===== src/rtl/hbuf_ddr3_pg_xfer_if.sv =====
// Signal bundle between the hit-buffer page mover, hbuf_ctrl (page req/ack + DPRAM) and the MIG app port.
// HBUF_PG_READ_EN adds the DDR3 read-return and DPRAM write-back signals.
interface hbuf_ddr3_pg_xfer_if;
    logic         calib_done;
    logic         pg_req;
    logic         pg_optype;
    logic [27:0]  pg_addr;
    logic         pg_ack;
    logic [7:0]   dpram_rd_addr;
    logic [127:0] dpram_dout;
    logic [27:0]  app_addr;
    logic [2:0]   app_cmd;
    logic         app_en;
    logic         app_rdy;
    logic [127:0] app_wdf_data;
    logic         app_wdf_wren;
    logic         app_wdf_end;
    logic [15:0]  app_wdf_mask;
    logic         app_wdf_rdy;
    logic         busy;
    logic [31:0]  n_pgs_done;
    logic [15:0]  n_bad_ops;
    logic [2:0]   dbg_state;
`ifdef HBUF_PG_READ_EN
    logic [127:0] app_rd_data;
    logic         app_rd_data_valid;
    logic [7:0]   dpram_wr_addr;
    logic [127:0] dpram_wr_data;
    logic         dpram_wren;

    modport master (
        input  calib_done, pg_req, pg_optype, pg_addr, dpram_dout, app_rdy, app_wdf_rdy,
               app_rd_data, app_rd_data_valid,
        output pg_ack, dpram_rd_addr, app_addr, app_cmd, app_en, app_wdf_data, app_wdf_wren,
               app_wdf_end, app_wdf_mask, busy, n_pgs_done, n_bad_ops, dbg_state,
               dpram_wr_addr, dpram_wr_data, dpram_wren
    );
    modport slave (
        output calib_done, pg_req, pg_optype, pg_addr, dpram_dout, app_rdy, app_wdf_rdy,
               app_rd_data, app_rd_data_valid,
        input  pg_ack, dpram_rd_addr, app_addr, app_cmd, app_en, app_wdf_data, app_wdf_wren,
               app_wdf_end, app_wdf_mask, busy, n_pgs_done, n_bad_ops, dbg_state,
               dpram_wr_addr, dpram_wr_data, dpram_wren
    );
`else
    modport master (
        input  calib_done, pg_req, pg_optype, pg_addr, dpram_dout, app_rdy, app_wdf_rdy,
        output pg_ack, dpram_rd_addr, app_addr, app_cmd, app_en, app_wdf_data, app_wdf_wren,
               app_wdf_end, app_wdf_mask, busy, n_pgs_done, n_bad_ops, dbg_state
    );
    modport slave (
        output calib_done, pg_req, pg_optype, pg_addr, dpram_dout, app_rdy, app_wdf_rdy,
        input  pg_ack, dpram_rd_addr, app_addr, app_cmd, app_en, app_wdf_data, app_wdf_wren,
               app_wdf_end, app_wdf_mask, busy, n_pgs_done, n_bad_ops, dbg_state
    );
`endif
endinterface


===== src/rtl/hbuf_ddr3_pg_xfer.sv =====
// DDR3-side page mover: copies one DPRAM page into DDR3 through the MIG app port per pg_req/pg_ack cycle.
// HBUF_PG_READ_EN enables read pages (DDR3 -> DPRAM); otherwise read requests are counted as bad ops.
module hbuf_ddr3_pg_xfer #(
    parameter int P_PG_WORDS     = 256,
    parameter int P_DPRAM_RD_LAT = 2,
    parameter int P_ADDR_INC     = 8
) (
    input logic                  clk,
    input logic                  rst,
    hbuf_ddr3_pg_xfer_if.master  bus
);
    // valid/ready: a beat moves on a cycle with valid and ready both high; valid holds until then.
    typedef enum logic [2:0] {
        S_IDLE  = 3'd0,
        S_FETCH = 3'd1,
        S_FWAIT = 3'd2,
        S_ISSUE = 3'd3,
        S_ACK   = 3'd4
    } state_t;

    localparam logic [7:0]  LAST_WORD = 8'(P_PG_WORDS - 1);
    localparam logic [1:0]  LAT_LAST  = 2'(P_DPRAM_RD_LAT - 1);
    localparam logic [27:0] ADDR_INC  = 28'(P_ADDR_INC);

    state_t       state_q, state_d;
    logic         req_s1_q, req_s1_d, req_s2_q, req_s2_d;
    logic         op_rd_q, op_rd_d;
    logic [7:0]   word_cnt_q, word_cnt_d;
    logic [1:0]   wait_cnt_q, wait_cnt_d;
    logic [7:0]   rd_addr_q, rd_addr_d;
    logic [27:0]  app_addr_q, app_addr_d;
    logic [2:0]   app_cmd_q, app_cmd_d;
    logic         app_en_q, app_en_d;
    logic         wren_q, wren_d;
    logic [127:0] wdata_q, wdata_d;
    logic         pg_ack_q, pg_ack_d;
    logic         busy_q, busy_d;
    logic [31:0]  n_pgs_q, n_pgs_d;
    logic [15:0]  n_bad_q, n_bad_d;
`ifdef HBUF_PG_READ_EN
    logic [7:0]   rd_cnt_q, rd_cnt_d;
    logic         rd_all_q, rd_all_d;
    logic [7:0]   wr_addr_q, wr_addr_d;
    logic [127:0] wr_data_q, wr_data_d;
    logic         wr_en_q, wr_en_d;
`endif

    always_comb begin
        state_d    = state_q;
        req_s1_d   = bus.pg_req;
        req_s2_d   = req_s1_q;
        op_rd_d    = op_rd_q;
        word_cnt_d = word_cnt_q;
        wait_cnt_d = wait_cnt_q;
        rd_addr_d  = rd_addr_q;
        app_addr_d = app_addr_q;
        app_cmd_d  = app_cmd_q;
        app_en_d   = app_en_q;
        wren_d     = wren_q;
        wdata_d    = wdata_q;
        pg_ack_d   = pg_ack_q;
        n_pgs_d    = n_pgs_q;
        n_bad_d    = n_bad_q;
`ifdef HBUF_PG_READ_EN
        rd_cnt_d  = rd_cnt_q;
        rd_all_d  = rd_all_q;
        wr_en_d   = bus.app_rd_data_valid;
        wr_addr_d = rd_cnt_q;
        wr_data_d = bus.app_rd_data;
        if (bus.app_rd_data_valid) begin
            rd_cnt_d = rd_cnt_q + 8'd1;
            if (rd_cnt_q == LAST_WORD) rd_all_d = 1'b1;
        end
`endif
        case (state_q)
            S_IDLE: begin
                if (req_s2_q && !pg_ack_q && bus.calib_done) begin
                    app_addr_d = bus.pg_addr;
                    op_rd_d    = bus.pg_optype;
                    word_cnt_d = 8'd0;
                    rd_addr_d  = 8'd0;
                    if (bus.pg_optype) begin
`ifdef HBUF_PG_READ_EN
                        app_cmd_d = 3'b001;
                        app_en_d  = 1'b1;
                        rd_cnt_d  = 8'd0;
                        rd_all_d  = 1'b0;
                        state_d   = S_ISSUE;
`else
                        if (n_bad_q != 16'hFFFF) n_bad_d = n_bad_q + 16'd1;
                        pg_ack_d = 1'b1;
                        n_pgs_d  = n_pgs_q + 32'd1;
                        state_d  = S_ACK;
`endif
                    end else begin
                        app_cmd_d = 3'b000;
                        state_d   = S_FETCH;
                    end
                end
            end
            S_FETCH: begin
                wait_cnt_d = 2'd0;
                state_d    = S_FWAIT;
            end
            S_FWAIT: begin
                // The DPRAM address was already presented during FETCH, so LAT cycles here suffice.
                if (wait_cnt_q == LAT_LAST) begin
                    wdata_d  = bus.dpram_dout;
                    app_en_d = 1'b1;
                    wren_d   = 1'b1;
                    state_d  = S_ISSUE;
                end else begin
                    wait_cnt_d = wait_cnt_q + 2'd1;
                end
            end
            S_ISSUE: begin
                if (op_rd_q) begin
`ifdef HBUF_PG_READ_EN
                    if (app_en_q && bus.app_rdy) begin
                        app_addr_d = app_addr_q + ADDR_INC;
                        word_cnt_d = word_cnt_q + 8'd1;
                        app_en_d   = (word_cnt_q != LAST_WORD);
                    end
                    if (!app_en_q && rd_all_q) begin
                        pg_ack_d = 1'b1;
                        n_pgs_d  = n_pgs_q + 32'd1;
                        state_d  = S_ACK;
                    end
`endif
                end else begin
                    app_en_d = app_en_q && !bus.app_rdy;
                    wren_d   = wren_q && !bus.app_wdf_rdy;
                    if (!app_en_d && !wren_d) begin
                        app_addr_d = app_addr_q + ADDR_INC;
                        word_cnt_d = word_cnt_q + 8'd1;
                        rd_addr_d  = word_cnt_q + 8'd1;
                        if (word_cnt_q == LAST_WORD) begin
                            pg_ack_d = 1'b1;
                            n_pgs_d  = n_pgs_q + 32'd1;
                            state_d  = S_ACK;
                        end else begin
                            state_d = S_FETCH;
                        end
                    end
                end
            end
            S_ACK: begin
                if (!req_s2_q) begin
                    pg_ack_d = 1'b0;
                    state_d  = S_IDLE;
                end
            end
            default: state_d = S_IDLE;
        endcase
        busy_d = (state_d != S_IDLE);
    end

    always_ff @(posedge clk or posedge rst) begin
        if (rst) begin
            state_q    <= S_IDLE;
            req_s1_q   <= 1'b0;
            req_s2_q   <= 1'b0;
            op_rd_q    <= 1'b0;
            word_cnt_q <= 8'd0;
            wait_cnt_q <= 2'd0;
            rd_addr_q  <= 8'd0;
            app_addr_q <= 28'd0;
            app_cmd_q  <= 3'd0;
            app_en_q   <= 1'b0;
            wren_q     <= 1'b0;
            wdata_q    <= 128'd0;
            pg_ack_q   <= 1'b0;
            busy_q     <= 1'b0;
            n_pgs_q    <= 32'd0;
            n_bad_q    <= 16'd0;
`ifdef HBUF_PG_READ_EN
            rd_cnt_q  <= 8'd0;
            rd_all_q  <= 1'b0;
            wr_addr_q <= 8'd0;
            wr_data_q <= 128'd0;
            wr_en_q   <= 1'b0;
`endif
        end else begin
            state_q    <= state_d;
            req_s1_q   <= req_s1_d;
            req_s2_q   <= req_s2_d;
            op_rd_q    <= op_rd_d;
            word_cnt_q <= word_cnt_d;
            wait_cnt_q <= wait_cnt_d;
            rd_addr_q  <= rd_addr_d;
            app_addr_q <= app_addr_d;
            app_cmd_q  <= app_cmd_d;
            app_en_q   <= app_en_d;
            wren_q     <= wren_d;
            wdata_q    <= wdata_d;
            pg_ack_q   <= pg_ack_d;
            busy_q     <= busy_d;
            n_pgs_q    <= n_pgs_d;
            n_bad_q    <= n_bad_d;
`ifdef HBUF_PG_READ_EN
            rd_cnt_q  <= rd_cnt_d;
            rd_all_q  <= rd_all_d;
            wr_addr_q <= wr_addr_d;
            wr_data_q <= wr_data_d;
            wr_en_q   <= wr_en_d;
`endif
        end
    end

    assign bus.pg_ack        = pg_ack_q;
    assign bus.dpram_rd_addr = rd_addr_q;
    assign bus.app_addr      = app_addr_q;
    assign bus.app_cmd       = app_cmd_q;
    assign bus.app_en        = app_en_q;
    assign bus.app_wdf_data  = wdata_q;
    assign bus.app_wdf_wren  = wren_q;
    assign bus.app_wdf_end   = wren_q;
    assign bus.app_wdf_mask  = 16'd0;
    assign bus.busy          = busy_q;
    assign bus.n_pgs_done    = n_pgs_q;
    assign bus.n_bad_ops     = n_bad_q;
    assign bus.dbg_state     = state_q;
`ifdef HBUF_PG_READ_EN
    assign bus.dpram_wr_addr = wr_addr_q;
    assign bus.dpram_wr_data = wr_data_q;
    assign bus.dpram_wren    = wr_en_q;
`endif
endmodule


===== src/flat_wrapper.sv =====
// flat-port wrapper written by rule: the top's interface ports become plain ports
module hbuf_ddr3_pg_xfer_flat 
#(
    parameter int P_PG_WORDS     = 256,
    parameter int P_DPRAM_RD_LAT = 2,
    parameter int P_ADDR_INC     = 8
)
  (clk, rst, bus_calib_done, bus_pg_req, bus_pg_optype, bus_pg_addr, bus_dpram_dout, bus_app_rdy, bus_app_wdf_rdy, bus_pg_ack, bus_dpram_rd_addr, bus_app_addr, bus_app_cmd, bus_app_en, bus_app_wdf_data, bus_app_wdf_wren, bus_app_wdf_end, bus_app_wdf_mask, bus_busy, bus_n_pgs_done, bus_n_bad_ops, bus_dbg_state);
  hbuf_ddr3_pg_xfer_if bus_i ();
  input logic clk;
  input logic rst;
  input wire logic [$bits(bus_i.calib_done)-1:0] bus_calib_done;
  input wire logic [$bits(bus_i.pg_req)-1:0] bus_pg_req;
  input wire logic [$bits(bus_i.pg_optype)-1:0] bus_pg_optype;
  input wire logic [$bits(bus_i.pg_addr)-1:0] bus_pg_addr;
  input wire logic [$bits(bus_i.dpram_dout)-1:0] bus_dpram_dout;
  input wire logic [$bits(bus_i.app_rdy)-1:0] bus_app_rdy;
  input wire logic [$bits(bus_i.app_wdf_rdy)-1:0] bus_app_wdf_rdy;
  output wire logic [$bits(bus_i.pg_ack)-1:0] bus_pg_ack;
  output wire logic [$bits(bus_i.dpram_rd_addr)-1:0] bus_dpram_rd_addr;
  output wire logic [$bits(bus_i.app_addr)-1:0] bus_app_addr;
  output wire logic [$bits(bus_i.app_cmd)-1:0] bus_app_cmd;
  output wire logic [$bits(bus_i.app_en)-1:0] bus_app_en;
  output wire logic [$bits(bus_i.app_wdf_data)-1:0] bus_app_wdf_data;
  output wire logic [$bits(bus_i.app_wdf_wren)-1:0] bus_app_wdf_wren;
  output wire logic [$bits(bus_i.app_wdf_end)-1:0] bus_app_wdf_end;
  output wire logic [$bits(bus_i.app_wdf_mask)-1:0] bus_app_wdf_mask;
  output wire logic [$bits(bus_i.busy)-1:0] bus_busy;
  output wire logic [$bits(bus_i.n_pgs_done)-1:0] bus_n_pgs_done;
  output wire logic [$bits(bus_i.n_bad_ops)-1:0] bus_n_bad_ops;
  output wire logic [$bits(bus_i.dbg_state)-1:0] bus_dbg_state;
  assign bus_i.calib_done = bus_calib_done;
  assign bus_i.pg_req = bus_pg_req;
  assign bus_i.pg_optype = bus_pg_optype;
  assign bus_i.pg_addr = bus_pg_addr;
  assign bus_i.dpram_dout = bus_dpram_dout;
  assign bus_i.app_rdy = bus_app_rdy;
  assign bus_i.app_wdf_rdy = bus_app_wdf_rdy;
  assign bus_pg_ack = bus_i.pg_ack;
  assign bus_dpram_rd_addr = bus_i.dpram_rd_addr;
  assign bus_app_addr = bus_i.app_addr;
  assign bus_app_cmd = bus_i.app_cmd;
  assign bus_app_en = bus_i.app_en;
  assign bus_app_wdf_data = bus_i.app_wdf_data;
  assign bus_app_wdf_wren = bus_i.app_wdf_wren;
  assign bus_app_wdf_end = bus_i.app_wdf_end;
  assign bus_app_wdf_mask = bus_i.app_wdf_mask;
  assign bus_busy = bus_i.busy;
  assign bus_n_pgs_done = bus_i.n_pgs_done;
  assign bus_n_bad_ops = bus_i.n_bad_ops;
  assign bus_dbg_state = bus_i.dbg_state;
  hbuf_ddr3_pg_xfer #(.P_PG_WORDS(P_PG_WORDS), .P_DPRAM_RD_LAT(P_DPRAM_RD_LAT), .P_ADDR_INC(P_ADDR_INC)) u_core (.clk(clk), .rst(rst), .bus(bus_i));
endmodule

===== config.mk =====
export PLATFORM = sky130hd
export DESIGN_NAME = hbuf_ddr3_pg_xfer_flat
export DESIGN_NICKNAME = d
export VERILOG_FILES = /design/src/rtl/hbuf_ddr3_pg_xfer_if.sv /design/src/rtl/hbuf_ddr3_pg_xfer.sv /design/src/flat_wrapper.sv
export SDC_FILE = /design/constraint.sdc
export NUM_CORES = 1
export LEC_CHECK = 0
export BUFFER_PORTS_ARGS = -buffer_cell sky130_fd_sc_hd__buf_4
export CORE_ASPECT_RATIO = 0.6
export CORE_UTILIZATION = 35
export DETAILED_ROUTE_END_ITERATION = 16
export PLACE_DENSITY = 0.68
export SETUP_SLACK_MARGIN = 0.5
export SLEW_MARGIN = 40
export SYNTH_ARGS = -nofsm -noshare
export SYNTH_HDL_FRONTEND = slang
export SYNTH_SLANG_ARGS = --single-unit

===== constraint.sdc =====
create_clock -name clk -period 9.8 [get_ports clk]
set_input_delay 0.98 -clock clk [delete_from_list [all_inputs] [get_ports clk]]
set_output_delay 0.98 -clock clk [all_outputs]
set_load 0.05 [all_outputs]

==> metrics.md, run 1 <==
| Metric | Value |
|---|---|
| Layout fillers | `2,413` |
| Post-synth top cells | `dfrtp_1 (224), mux2_2 (133), nand2_1 (60)` |
| Routed Antenna Nets | `0` |
| Die width | `217 µm` |
| Clk_skew | `19.5 ps` |
| Routed WL per cell | `17.4 µm` |
| Placed cells | `1,505` |
| Synth Register Bits | `224` |
| Post-synthesis average cell area | `12.2 µm²` |
| Post-synthesis sequential area ratio | `0.578` |
| Clock sink total | `224` |
| CTS buffer count | `23` |
| Flop-to-flop setup slack | `6900 ps` |
| Final clock period utilization by the worst path | `0.296` |
| Total leakage power | `6.41 nW` |
| Post-Syn Instances | `793` |
| Mapped Area | `9690 µm²` |
| # IOs | `402` |
| EDFF count, synth | `0` |
| Yosys warns | `0` |
| Fin cells | `1,550` |
| CTS resizes | `0` |
| Hold path cells | `0` |
| Peak supply drop | `0.0931 mV` |
| Worst-Margin Slew | `773 ps` |
| I/O Buffers | `382` |
| Core ar. | `26,800 µm²` |
| Hold buffer count at CTS | `0` |
| Final core utilization | `0.509` |
| Relative slew slack | `0.485` |
| Die area | `28,400 µm²` |
| Net switching power | `0.000550 W` |
| Clk root buf | `clkbuf_16` |
| RSZ-0062 raised after global routing | `false` |
| Starting density of the core | `0.361` |
| Period minus WS final | `2900 ps` |
| Final nets | `1,339` |
| Worst r2r dst | `u_core.bus.app_wdf_data[2]` |
| Clk pwr share | `0.420` |
| RR Startpoint | `u_core.bus.dbg_state[1]` |
| Cell area after layout | `13,600 µm²` |
| Combinational power share | `0.123` |
| Area contributors post-synth | `dfrtp_1 (58%), mux2_2 (15%), xnor2_1 (3.3%), nand2_1 (2.3%), nand3_1 (2.0%)` |
| Final slew viol count | `0` |
| Most common cell in the netlist | `dfrtp_1` |
| Sw Ratio | `0.260` |
| R2r worst-path depth | `5` |
| Post-synth top area cell | `dfrtp_1` |
| Share of flip-flops with an asynchronous set or reset | `1.00` |
| Die Y | `131 µm` |
| Layout cells sized above 1 | `0.490` |
| Post-CTS Setup Repair Bufs | `0` |
| GRT Total Usage | `0.183` |
| Antenna violations before repair | `3` |
| H-tree depth | `1` |
| Vias in the first global route | `7,377` |
| F_max | `345 MHz` |
| Internal power | `0.00156 W` |
| Final setup fails | `0` |
| First-pass GRT wire length | `40,800 µm` |
| Worst EP required | `10,190 ps` |
| Layout overhead on the synthesized area | `40.9%` |
| HP Start | `u_core.req_s1_q` |
| Worst Hold Class | `flop to flop` |
| Max Cap Violations | `0` |
| Largest net degree at the start of global routing | `110` |
| Final hold vios | `0` |
| Crit path DAT | `3290 ps` |
| Clock Latency Late Sink | `520 ps` |
| Crit start category | `flop` |
| HPWL after detailed placement | `19,600 µm` |
| DRT Pass-1 Iters | `5` |
| DP Area | `12,900 µm²` |
| Min-Delay Endpoint | `u_core.req_s2_q` |
| Crit Path Max Fanout | `78` |
| Grt total ovfl | `0` |
| Status | `complete, no violations` |
| DR vias/cell | `4.86` |
| Area share of the largest cell type after synthesis | `0.578` |
| Top FF cell, synth | `dfrtp_1` |
| Clock tree buffer depth | `3` |
| Flop pwr share | `0.457` |
| Sum Neg Setup Slack | `0 ps` |
| Total Wirelength | `26,900 µm` |
| Vias | `7,532` |
| RD Place Congestion | `0.818` |
| CTS clk-pin slew, worst paths | `70 ps` |
| Drc violations | `0` |
| First DRT Iteration DRCs | `560` |
| Distinct cells, synth | `58` |
| # rows | `46` |
| TritonCTS clock tree | `done` |
| Crit Path Category | `flop to flop` |
| CP Capture Type | `flop` |
| PwrDens | `155 nW/µm²` |
state kept, by name, indices dropped and copies added (netlist names):
signal / cells
u_core.bus.app_addr: 28
u_core.op_rd_q: 1
u_core.bus.app_wdf_end: 1
u_core.bus.dbg_state: 3
u_core.bus.n_pgs_done: 32
u_core.bus.pg_ack: 1
u_core.bus.app_wdf_data: 128
u_core.bus.busy: 1
u_core.bus.app_en: 1
u_core.req_s2_q: 1
u_core.bus.n_bad_ops: 16
u_core.word_cnt_q: 8
u_core.req_s1_q: 1
u_core.wait_cnt_q: 2
power groups by stage:
| stage | Sequential [W] | Combinational [W] | Clock, W |
|---|---|---|---|
| after global routing | 0.000970 | 0.000272 | 0.000949 |
| after global placement | 0.000983 | 0.000258 | 0 |
| after CTS | 0.000967 | 0.000260 | 0.000915 |
| after detailed placement | 0.000983 | 0.000260 | 0 |
| after floorplan | 0.00108 | 0.0000594 | 0 |
| final | 0.000967 | 0.000259 | 0.000888 |
metrics by stage:
step | power, W | worst slack, ps | hold WS, ps
final | 0.00211 | 6900 | 354
after global routing | 0.00219 | 6700 | 366
after CTS | 0.00214 | 6910 | 364
after detailed placement | 0.00124 | 6490 | 354
after global placement | 0.00124 | 6500 | 352
after floorplan | 0.00114 | 2690 | 331
kinds of logic (layout without fill, tap and decap cells):
| kind of cell | Yosys count | in the layout | synth area share |
|---|---|---|---|
| DFF | 224 | 224 | 0.578 |
| and+or+nand+nor | 218 | 218 | 0.119 |
| muxes | 133 | 133 | 0.155 |
| AOI/OAI and AO/OA | 99 | 99 | 0.0608 |
| buffers and inverters | 62 | 438 | 0.0338 |
| xor gates and xnor gates | 51 | 51 | 0.0461 |
| adders and majority gates | 5 | 5 | 0.00646 |
| other | 1 | 22 | 0.000387 |
how the worst max path moves through the flow:
stage | start | to | slack [ps] | cells after the start
6_report | u_core.bus.dbg_state[1] | u_core.bus.app_wdf_data[2] | 6900 | 5
5_1_grt | u_core.bus.dbg_state[1] | u_core.bus.app_wdf_data[14] | 6700 | 5
4_1_cts | u_core.bus.dbg_state[1] | u_core.bus.app_wdf_data[2] | 6910 | 5
3_5_place_dp | rst | u_core.bus.app_wdf_data[104] | 6490 | 4
3_3_place_gp | rst | u_core.bus.app_wdf_data[101] | 6500 | 4
2_1_floorplan | rst | u_core.bus.app_addr[0] | 2690 | 1
worst max-delay path, stage by stage (launching register included):
cell and delay (ps):
dfrtp_1 540, inv_1 180, nor4b_4 290, buf_4 600, buf_6 610, mux2_2 420
per-layer routing:
metal	vias up	global-route usage	share of wire
li1	3533	-	-
met3	36	0.0576	0.079
met4	0	0.0514	0.018
met1	3695	0.245	0.43
met2	268	0.286	0.47
met5	-	0	0
layout make-up:
class,instances,area [µm²],share of cell area
Clock inverter,9,98.8,0.00724
Antenna cell,3,7.51,0.000550
Inverter,7,33.8,0.00248
Clock buffer,32,649,0.0476
Multi-Input combinational cell,525,3840,0.282
Timing Repair Buffer,390,2960,0.217
Sequential cell,224,5610,0.411
Tap cell,360,450,0.0330
placed cells by master (no fill, tap or decap), drive strengths merged, types with 2 or more instances in the layout:
cell     synthesis  final
conb             1     19
dfrtp          224    224
a2bb2oi          5      5
diode            0      3
buf             38    390
xnor2           36     36
or3              5      5
and4             6      6
and2             4      4
nor2            36     36
clkbuf          17     32
nand4           14     14
mux2           133    133
nor2b            2      2
nor3            16     16
or4              2      2
nand3           39     39
nor4b            2      2
o22ai            4      4
inv              7      8
nor4             4      4
o21ai           31     31
o22a             4      4
a31oi            5      5
ha               5      5
clkinv           0      6
xor2            15     15
nand2           61     61
nand2b           5      5
bufinv           0      2
and3            15     15
a21oi           38     38
a211oi           2      2
Note: power is estimated with default switching activity, not from simulation.
==> inputs of run 2 (changes only) <==
- clock period: 9.8 -> 2.75 ns (I/O delays scaled with it)
==> run 2 against run 1 <==
Net effect: clock power grew to 3.6 times the previous value; fmax increased by 35%; global-route usage increased by 1.8 points; sequential power grew to 3.6 times the previous value; routed wire length is 9.0% higher; largest cell class unchanged.
==> metrics.md, run 2 (synthesis results as in run 1) <==
| Metric | Value |
|---|---|
| Status | `complete, no violations (unchanged)` |
| Crit Path Category | `flop to flop (unchanged)` |
| # rows | `46 (unchanged)` |
| DRT Pass-1 Iters | `4 (was 5)` |
| Crit Path Max Fanout | `11 (was 78)` |
| Antenna violations before repair | `3 (unchanged)` |
| Peak supply drop | `0.363 mV (was 0.0931 mV)` |
| DR vias/cell | `4.74 (was 4.86)` |
| Worst r2r dst | `u_core.bus.n_pgs_done[25] (was u_core.bus.app_wdf_data[2])` |
| # IOs | `402 (unchanged)` |
| First DRT Iteration DRCs | `520 (was 560)` |
| Crit path DAT | `2550 ps (was 3290 ps)` |
| Die width | `217 µm (unchanged)` |
| RR Startpoint | `u_core.bus.dbg_state[1] (unchanged)` |
| Layout fillers | `2,204 (was 2,413)` |
| Layout cells sized above 1 | `0.446 (was 0.490)` |
| Worst-Margin Slew | `701 ps (was 773 ps)` |
| Sw Ratio | `0.255 (was 0.260)` |
| Layout overhead on the synthesized area | `56.5% (was 40.9%)` |
| Relative slew slack | `0.533 (was 0.485)` |
| I/O Buffers | `382 (unchanged)` |
| Starting density of the core | `0.361 (unchanged)` |
| Critical path launch point | `u_core.bus.dbg_state[1] (unchanged)` |
| RSZ-0062 raised after global routing | `true (was false)` |
| Drc violations | `0 (unchanged)` |
| Worst Hold Class | `primary input to flop (was flop to flop)` |
| First-pass GRT wire length | `45,100 µm (was 40,800 µm)` |
| Met2 Wirelength | `14,000 µm (was 12,600 µm)` |
| Hold_ws | `30.8 ps (was 354 ps)` |
| Final nets | `1,485 (was 1,339)` |
| Most common cell after layout, fill and taps aside | `buf_4 (unchanged)` |
| RD Place Congestion | `0.837 (was 0.818)` |
| Clock Latency Late Sink | `510 ps (was 520 ps)` |
| CTS buffer count | `23 (unchanged)` |
| Flop-to-flop setup slack | `600 ps (was 6900 ps)` |
| Final worst slack | `597 ps (was 6900 ps)` |
| Die Y | `131 µm (unchanged)` |
| Vias in the first global route | `8,098 (was 7,377)` |
| Multi-input gate area | `3860 µm² (was 3840 µm²)` |
| DP Area | `13,000 µm² (was 12,900 µm²)` |
| Final hold vios | `0 (unchanged)` |
| Internal power | `0.00578 W (was 0.00156 W)` |
| GRT Total Usage | `0.201 (was 0.183)` |
| Die area | `28,400 µm² (unchanged)` |
| Commonest non-fill, non-tap cells in the layout | `buf_4 (396), dfrtp_1 (223), dlygate4sd3_1 (134), mux2_2 (133), nand2_1 (60) (was buf_4 (386), dfrtp_1 (224), mux2_2 (133), nand2_1 (60), nand3_1 (39))` |
| Largest net degree at the start of global routing | `125 (was 110)` |
| FF/Latch Area | `5610 µm² (about the same)` |
| Clock sink total | `224 (unchanged)` |
| Combinational power share | `0.141 (was 0.123)` |
| Crit start category | `flop (unchanged)` |
| Met3 WL | `1960 µm (was 2120 µm)` |
| Total leakage power | `7.05 nW (was 6.41 nW)` |
| Routed Antenna Nets | `0 (unchanged)` |
| Total Wirelength | `29,300 µm (was 26,900 µm)` |
| PwrDens | `511 nW/µm² (was 155 nW/µm²)` |
| F_max | `464 MHz (was 345 MHz)` |
| Placed cells | `1,513 (was 1,505)` |
| CP Capture Point | `u_core.bus.n_pgs_done[25] (was u_core.bus.app_wdf_data[2])` |
| Uppermost layer routed | `met4 (unchanged)` |
| Vias | `8,041 (was 7,532)` |
| Final core utilization | `0.565 (was 0.509)` |
| Flop pwr share | `0.445 (was 0.457)` |
| Worst EP required | `3150 ps (was 10,190 ps)` |
| Final setup fails | `0 (unchanged)` |
| M1 wire length | `12,700 µm (was 11,600 µm)` |
| CTS clk-pin slew, worst paths | `60 ps (was 70 ps)` |
| Final slew viol count | `0 (unchanged)` |
| TritonCTS clock tree | `done (unchanged)` |
| Routed WL per cell | `17.3 µm (was 17.4 µm)` |
| Largest register FFs | `128 (unchanged)` |
| Period minus WS final | `2150 ps (was 2900 ps)` |
| Net switching power | `0.00198 W (was 0.000550 W)` |
| Max Cap Violations | `0 (unchanged)` |
| Cell area after layout | `15,200 µm² (was 13,600 µm²)` |
| Clk pwr share | `0.415 (was 0.420)` |
| R2r worst-path depth | `7 (was 5)` |
| CP Capture Type | `flop (unchanged)` |
| Worst slack, placed | `439 ps (was 6490 ps)` |
| Grt total ovfl | `0 (unchanged)` |
| Final clock period utilization by the worst path | `0.783 (was 0.296)` |
| Clk root buf | `clkbuf_16 (unchanged)` |
| Clock tree buffer depth | `3 (unchanged)` |
| Clk_skew | `14.0 ps (was 19.5 ps)` |
| Core ar. | `26,800 µm² (unchanged)` |
| HPWL after detailed placement | `20,000 µm (was 19,600 µm)` |
| Fin cells | `1,696 (was 1,550)` |
| H-tree depth | `1 (unchanged)` |
-- run 2: routing by layer --
layer	track usage	up-vias
met2	0.325	248
met5	0	-
met3	0.0500	48
met1	0.271	3917
met4	0.0534	0
li1	-	3828
-- run 2: worst min-delay path by stage --
stage | startpoint | end | slack [ps] | cells after the start
finish | bus_app_wdf_rdy | u_core.bus.app_wdf_end | 30 | 4
global route | bus_dpram_dout[3] | u_core.bus.app_wdf_data[3] | 10 | 2
CTS | bus_app_wdf_rdy | u_core.bus.app_wdf_end | 6 | 4
detailed placement | u_core.req_s1_q | u_core.req_s2_q | 350 | 0
global placement | u_core.req_s1_q | u_core.req_s2_q | 350 | 0
floorplan | bus_pg_req | u_core.req_s1_q | 310 | 0
-- run 2: critical path, cell delays in order (launching register included) --
cell and delay [ps]:
dfrtp_1 570, and2_1 240, a31oi_1 80, or3_1 470, nor4b_4 230, buf_4 180, nand4_1 120, xnor2_1 140
-- run 2: what timing repair did --
action | 4_1_cts | 5_1_grt
hold buffers | 134 | 0
setup endpoints to repair | 7 | 63
gates resized for setup | 1 | 5
gates cloned | 0 | 1
buffers inserted | 0 | 4
pin swaps | 0 | 1
endpoints found under the hold margin | 187 | 0
-- run 2: power groups by stage --
stage / sequential [W] / combinational (W) / clock [W]
5_1_grt: 0.00346 / 0.00115 / 0.00346
3_3_place_gp: 0.00350 / 0.000922 / 0
2_1_floorplan: 0.00384 / 0.000212 / 0
4_1_cts: 0.00345 / 0.00109 / 0.00331
3_5_place_dp: 0.00351 / 0.000930 / 0
6_report: 0.00345 / 0.00109 / 0.00322
-- run 2: through the flow --
stage                     total power [W]  TNS, ps
after detailed placement          0.00444        0
after global routing              0.00806        0
after floorplan                   0.00406  -100580
after global placement            0.00442        0
final                             0.00776        0
after CTS                         0.00785        0
-- run 2: cell type report --
class | instances | area share
repair buffers | 536 | 0.292
clock buffers | 35 | 0.0455
diodes | 3 | 0.000495
well taps | 360 | 0.0297
flip-flops and latches | 224 | 0.370
inverters | 7 | 0.00198
clock inverters | 6 | 0.00569
multi-input cells | 525 | 0.255
==> inputs of run 3 (changes only) <==
- PLACE_DENSITY: 0.68 -> 0.71
- clock period: 2.75 -> 1.7 ns (I/O delays scaled with it)
==> run 3 against run 2 <==
Net effect: the flow now finishes with violations (negative setup slack); first-iteration DRC count grew 64%; die area is the same; via count grew 27%; clock skew shrank 2.0 ps; routed wire length grew 55%; worst hold slack lost 1.2 ps; global-route usage grew 3.0 points; register-to-register slack lost 960 ps; sequential power grew 63%; worst setup slack lost 960 ps; critical endpoint unchanged; largest power group unchanged.
==> metrics.md, run 3 (synthesis results as in run 1) <==
| Metric | Value |
|---|---|
| Status | `complete, but fails checks (was complete, no violations)` |
| Violated checks | `negative setup slack` |
| Crit Path Category | `flop to flop (unchanged)` |
| Largest net degree at the start of global routing | `62 (was 125)` |
| Placed cells | `1,636 (was 1,513)` |
| Layout overhead on the synthesized area | `107% (was 56.5%)` |
| RSZ-0062 raised after global routing | `true (unchanged)` |
| DRT Pass-1 Iters | `5 (was 4)` |
| DP Area | `14,000 µm² (was 13,000 µm²)` |
| Routed Antenna Nets | `0 (unchanged)` |
| Relative slew slack | `0.617 (was 0.533)` |
| Largest register FFs | `128 (unchanged)` |
| Layout fillers | `1,486 (was 2,204)` |
| HPWL after detailed placement | `22,100 µm (was 20,000 µm)` |
| Clk_skew | `12.1 ps (was 14.0 ps)` |
| Routed WL per cell | `23.1 µm (was 17.3 µm)` |
| H-tree depth | `1 (unchanged)` |
| Clock sink total | `224 (unchanged)` |
| CTS clk-pin slew, worst paths | `70 ps (was 60 ps)` |
| Most common cell after layout, fill and taps aside | `buf_4 (unchanged)` |
| Worst-path cell chain | `nor2_4, a31oi_4, or3_4, nor4b_4, buf_4, nand4_1, xnor2_1 (was and2_1, a31oi_1, or3_1, nor4b_4, buf_4, nand4_1, xnor2_1)` |
| Hold_ws | `29.6 ps (was 30.8 ps)` |
| GRT Total Usage | `0.231 (was 0.201)` |
| Met3 WL | `3320 µm (was 1960 µm)` |
| Period minus WS final | `2060 ps (was 2150 ps)` |
| Commonest non-fill, non-tap cells in the layout | `buf_4 (363), buf_6 (210), dfrtp_1 (210), dlygate4sd3_1 (156), mux2_4 (132) (was buf_4 (396), dfrtp_1 (223), dlygate4sd3_1 (134), mux2_2 (133), nand2_1 (60))` |
| Final core utilization | `0.749 (was 0.565)` |
| Final hold vios | `0 (unchanged)` |
| Crit path DAT | `2480 ps (was 2550 ps)` |
| CP bufs+invs | `1 (unchanged)` |
| First-pass GRT wire length | `51,300 µm (was 45,100 µm)` |
| Final nets | `1,760 (was 1,485)` |
| Met2 Wirelength | `23,200 µm (was 14,000 µm)` |
| Die area | `28,400 µm² (unchanged)` |
| Clock tree buffer depth | `3 (unchanged)` |
| Clk root buf | `clkbuf_16 (unchanged)` |
| # IOs | `402 (unchanged)` |
| I/O Buffers | `382 (unchanged)` |
| Clock Latency Late Sink | `520 ps (was 510 ps)` |
| Total Wirelength | `45,500 µm (was 29,300 µm)` |
| Max Cap Violations | `0 (unchanged)` |
| Antenna violations before repair | `2 (was 3)` |
| Vias | `10,177 (was 8,041)` |
| Core ar. | `26,800 µm² (unchanged)` |
| RD Place Congestion | `0.843 (was 0.837)` |
| Worst-Margin Slew | `572 ps (was 701 ps)` |
| Peak supply drop | `0.759 mV (was 0.363 mV)` |
| F_max | `485 MHz (was 464 MHz)` |
| Grt total ovfl | `0 (unchanged)` |
| Drc violations | `0 (unchanged)` |
| PwrDens | `652 nW/µm² (was 511 nW/µm²)` |
| Max incr delay on CP | `480 ps (was 570 ps)` |
| Die Y | `131 µm (unchanged)` |
| Final setup fails | `219 (was 0)` |
| Final clock period utilization by the worst path | `1.21 (was 0.783)` |
| Slowest CP cell | `dfrtp_2 (was dfrtp_1)` |
| DR vias/cell | `5.17 (was 4.74)` |
| Starting density of the core | `0.361 (unchanged)` |
| Layout cells sized above 1 | `0.598 (was 0.446)` |
| M1 wire length | `17,200 µm (was 12,700 µm)` |
| Total Power | `0.0131 W (was 0.00776 W)` |
| CP Capture Type | `flop (unchanged)` |
| Worst EP required | `2120 ps (was 3150 ps)` |
| First DRT Iteration DRCs | `853 (was 520)` |
| Crit Path Max Fanout | `7 (was 11)` |
| Cell area after layout | `20,100 µm² (was 15,200 µm²)` |
| Die width | `217 µm (unchanged)` |
| Top delay family on crit path | `simple AND/OR/NAND/NOR gates (unchanged)` |
| # rows | `46 (unchanged)` |
| CTS buffer count | `23 (unchanged)` |
| Crit start category | `flop (unchanged)` |
| Worst Hold Class | `primary input to flop (unchanged)` |
| Uppermost layer routed | `met4 (unchanged)` |
| Final slew viol count | `0 (unchanged)` |
| Total leakage power | `9.58 nW (was 7.05 nW)` |
| Final worst slack | `-360 ps (was 597 ps)` |
| Fin cells | `1,968 (was 1,696)` |
| TritonCTS clock tree | `done (unchanged)` |
| Vias in the first global route | `9,411 (was 8,098)` |
run 3: cell count changes in the layout (fill, tap and decap cells not counted), moves of 16 or more:
cell / change
buf_4: -33
mux2_2: -132
buf_12: +21
nand2_1: -17
dlygate4sd3_1: +22
mux2_4: +132
buf_6: +209
buf_8: +40
o21ai_0: -16
run 3: worst paths after layout:
path / from / cells after the start / slack (ps) / end
min in group asynchronous: rst / 3 / 150 / u_core.bus.app_wdf_data[83]
setup / recovery: u_core.bus.dbg_state[1] / 7 / -360 / u_core.bus.n_pgs_done[25]
hold / removal: bus_pg_addr[5] / 3 / 30 / u_core.bus.app_addr[5]
max in group asynchronous: rst / 5 / 680 / u_core.bus.n_pgs_done[29]
hold reg to reg: u_core.req_s1_q / 0 / 360 / u_core.req_s2_q
setup reg to reg: u_core.bus.dbg_state[1] / 7 / -360 / u_core.bus.n_pgs_done[25]
run 3: final cells by class:
class                           instances  area [µm²]  area share
Clock inverter                          5        77.6     0.00386
Tap cell                              360         450      0.0224
Multi-Input combinational cell        525        5050       0.251
Antenna cell                            2        5.00    0.000249
Inverter                                7        32.5     0.00162
Timing Repair Buffer                  811        8180       0.407
Sequential cell                       224        5620       0.280
Clock buffer                           34         677      0.0337
run 3: stage by stage:
step | worst slack (ps) | TNS [ps]
after global placement | -251 | -28340
after floorplan | -1390 | -420730
final | -360 | -38370
after CTS | -201 | -27330
after global routing | -461 | -51010
after detailed placement | -304 | -36780
run 3: where the power goes:
group          switching [W]  internal [W]
logic                0.00113       0.00102
clock network        0.00227       0.00305
registers           0.000140       0.00549
run 3: repair_timing:
item	4_1_cts	5_1_grt
buffers inserted	15	101
cloned	1	18
gates resized for setup	78	552
pin swaps	39	62
setup endpoints to repair	442	442
hold buffers	156	0
endpoints found under the hold margin	210	0
run 3: routing by layer:
| metal | vias up | GRT usage |
|---|---|---|
| li1 | 4367 | - |
| met1 | 5100 | 0.284 |
| met2 | 549 | 0.397 |
| met3 | 161 | 0.0632 |
| met4 | 0 | 0.0766 |
| met5 | - | 0 |
run 3: tightest hold or removal path: stages:
cell     delay (ps)
buf_4            90
o21ai_0          80
a21oi_1         150
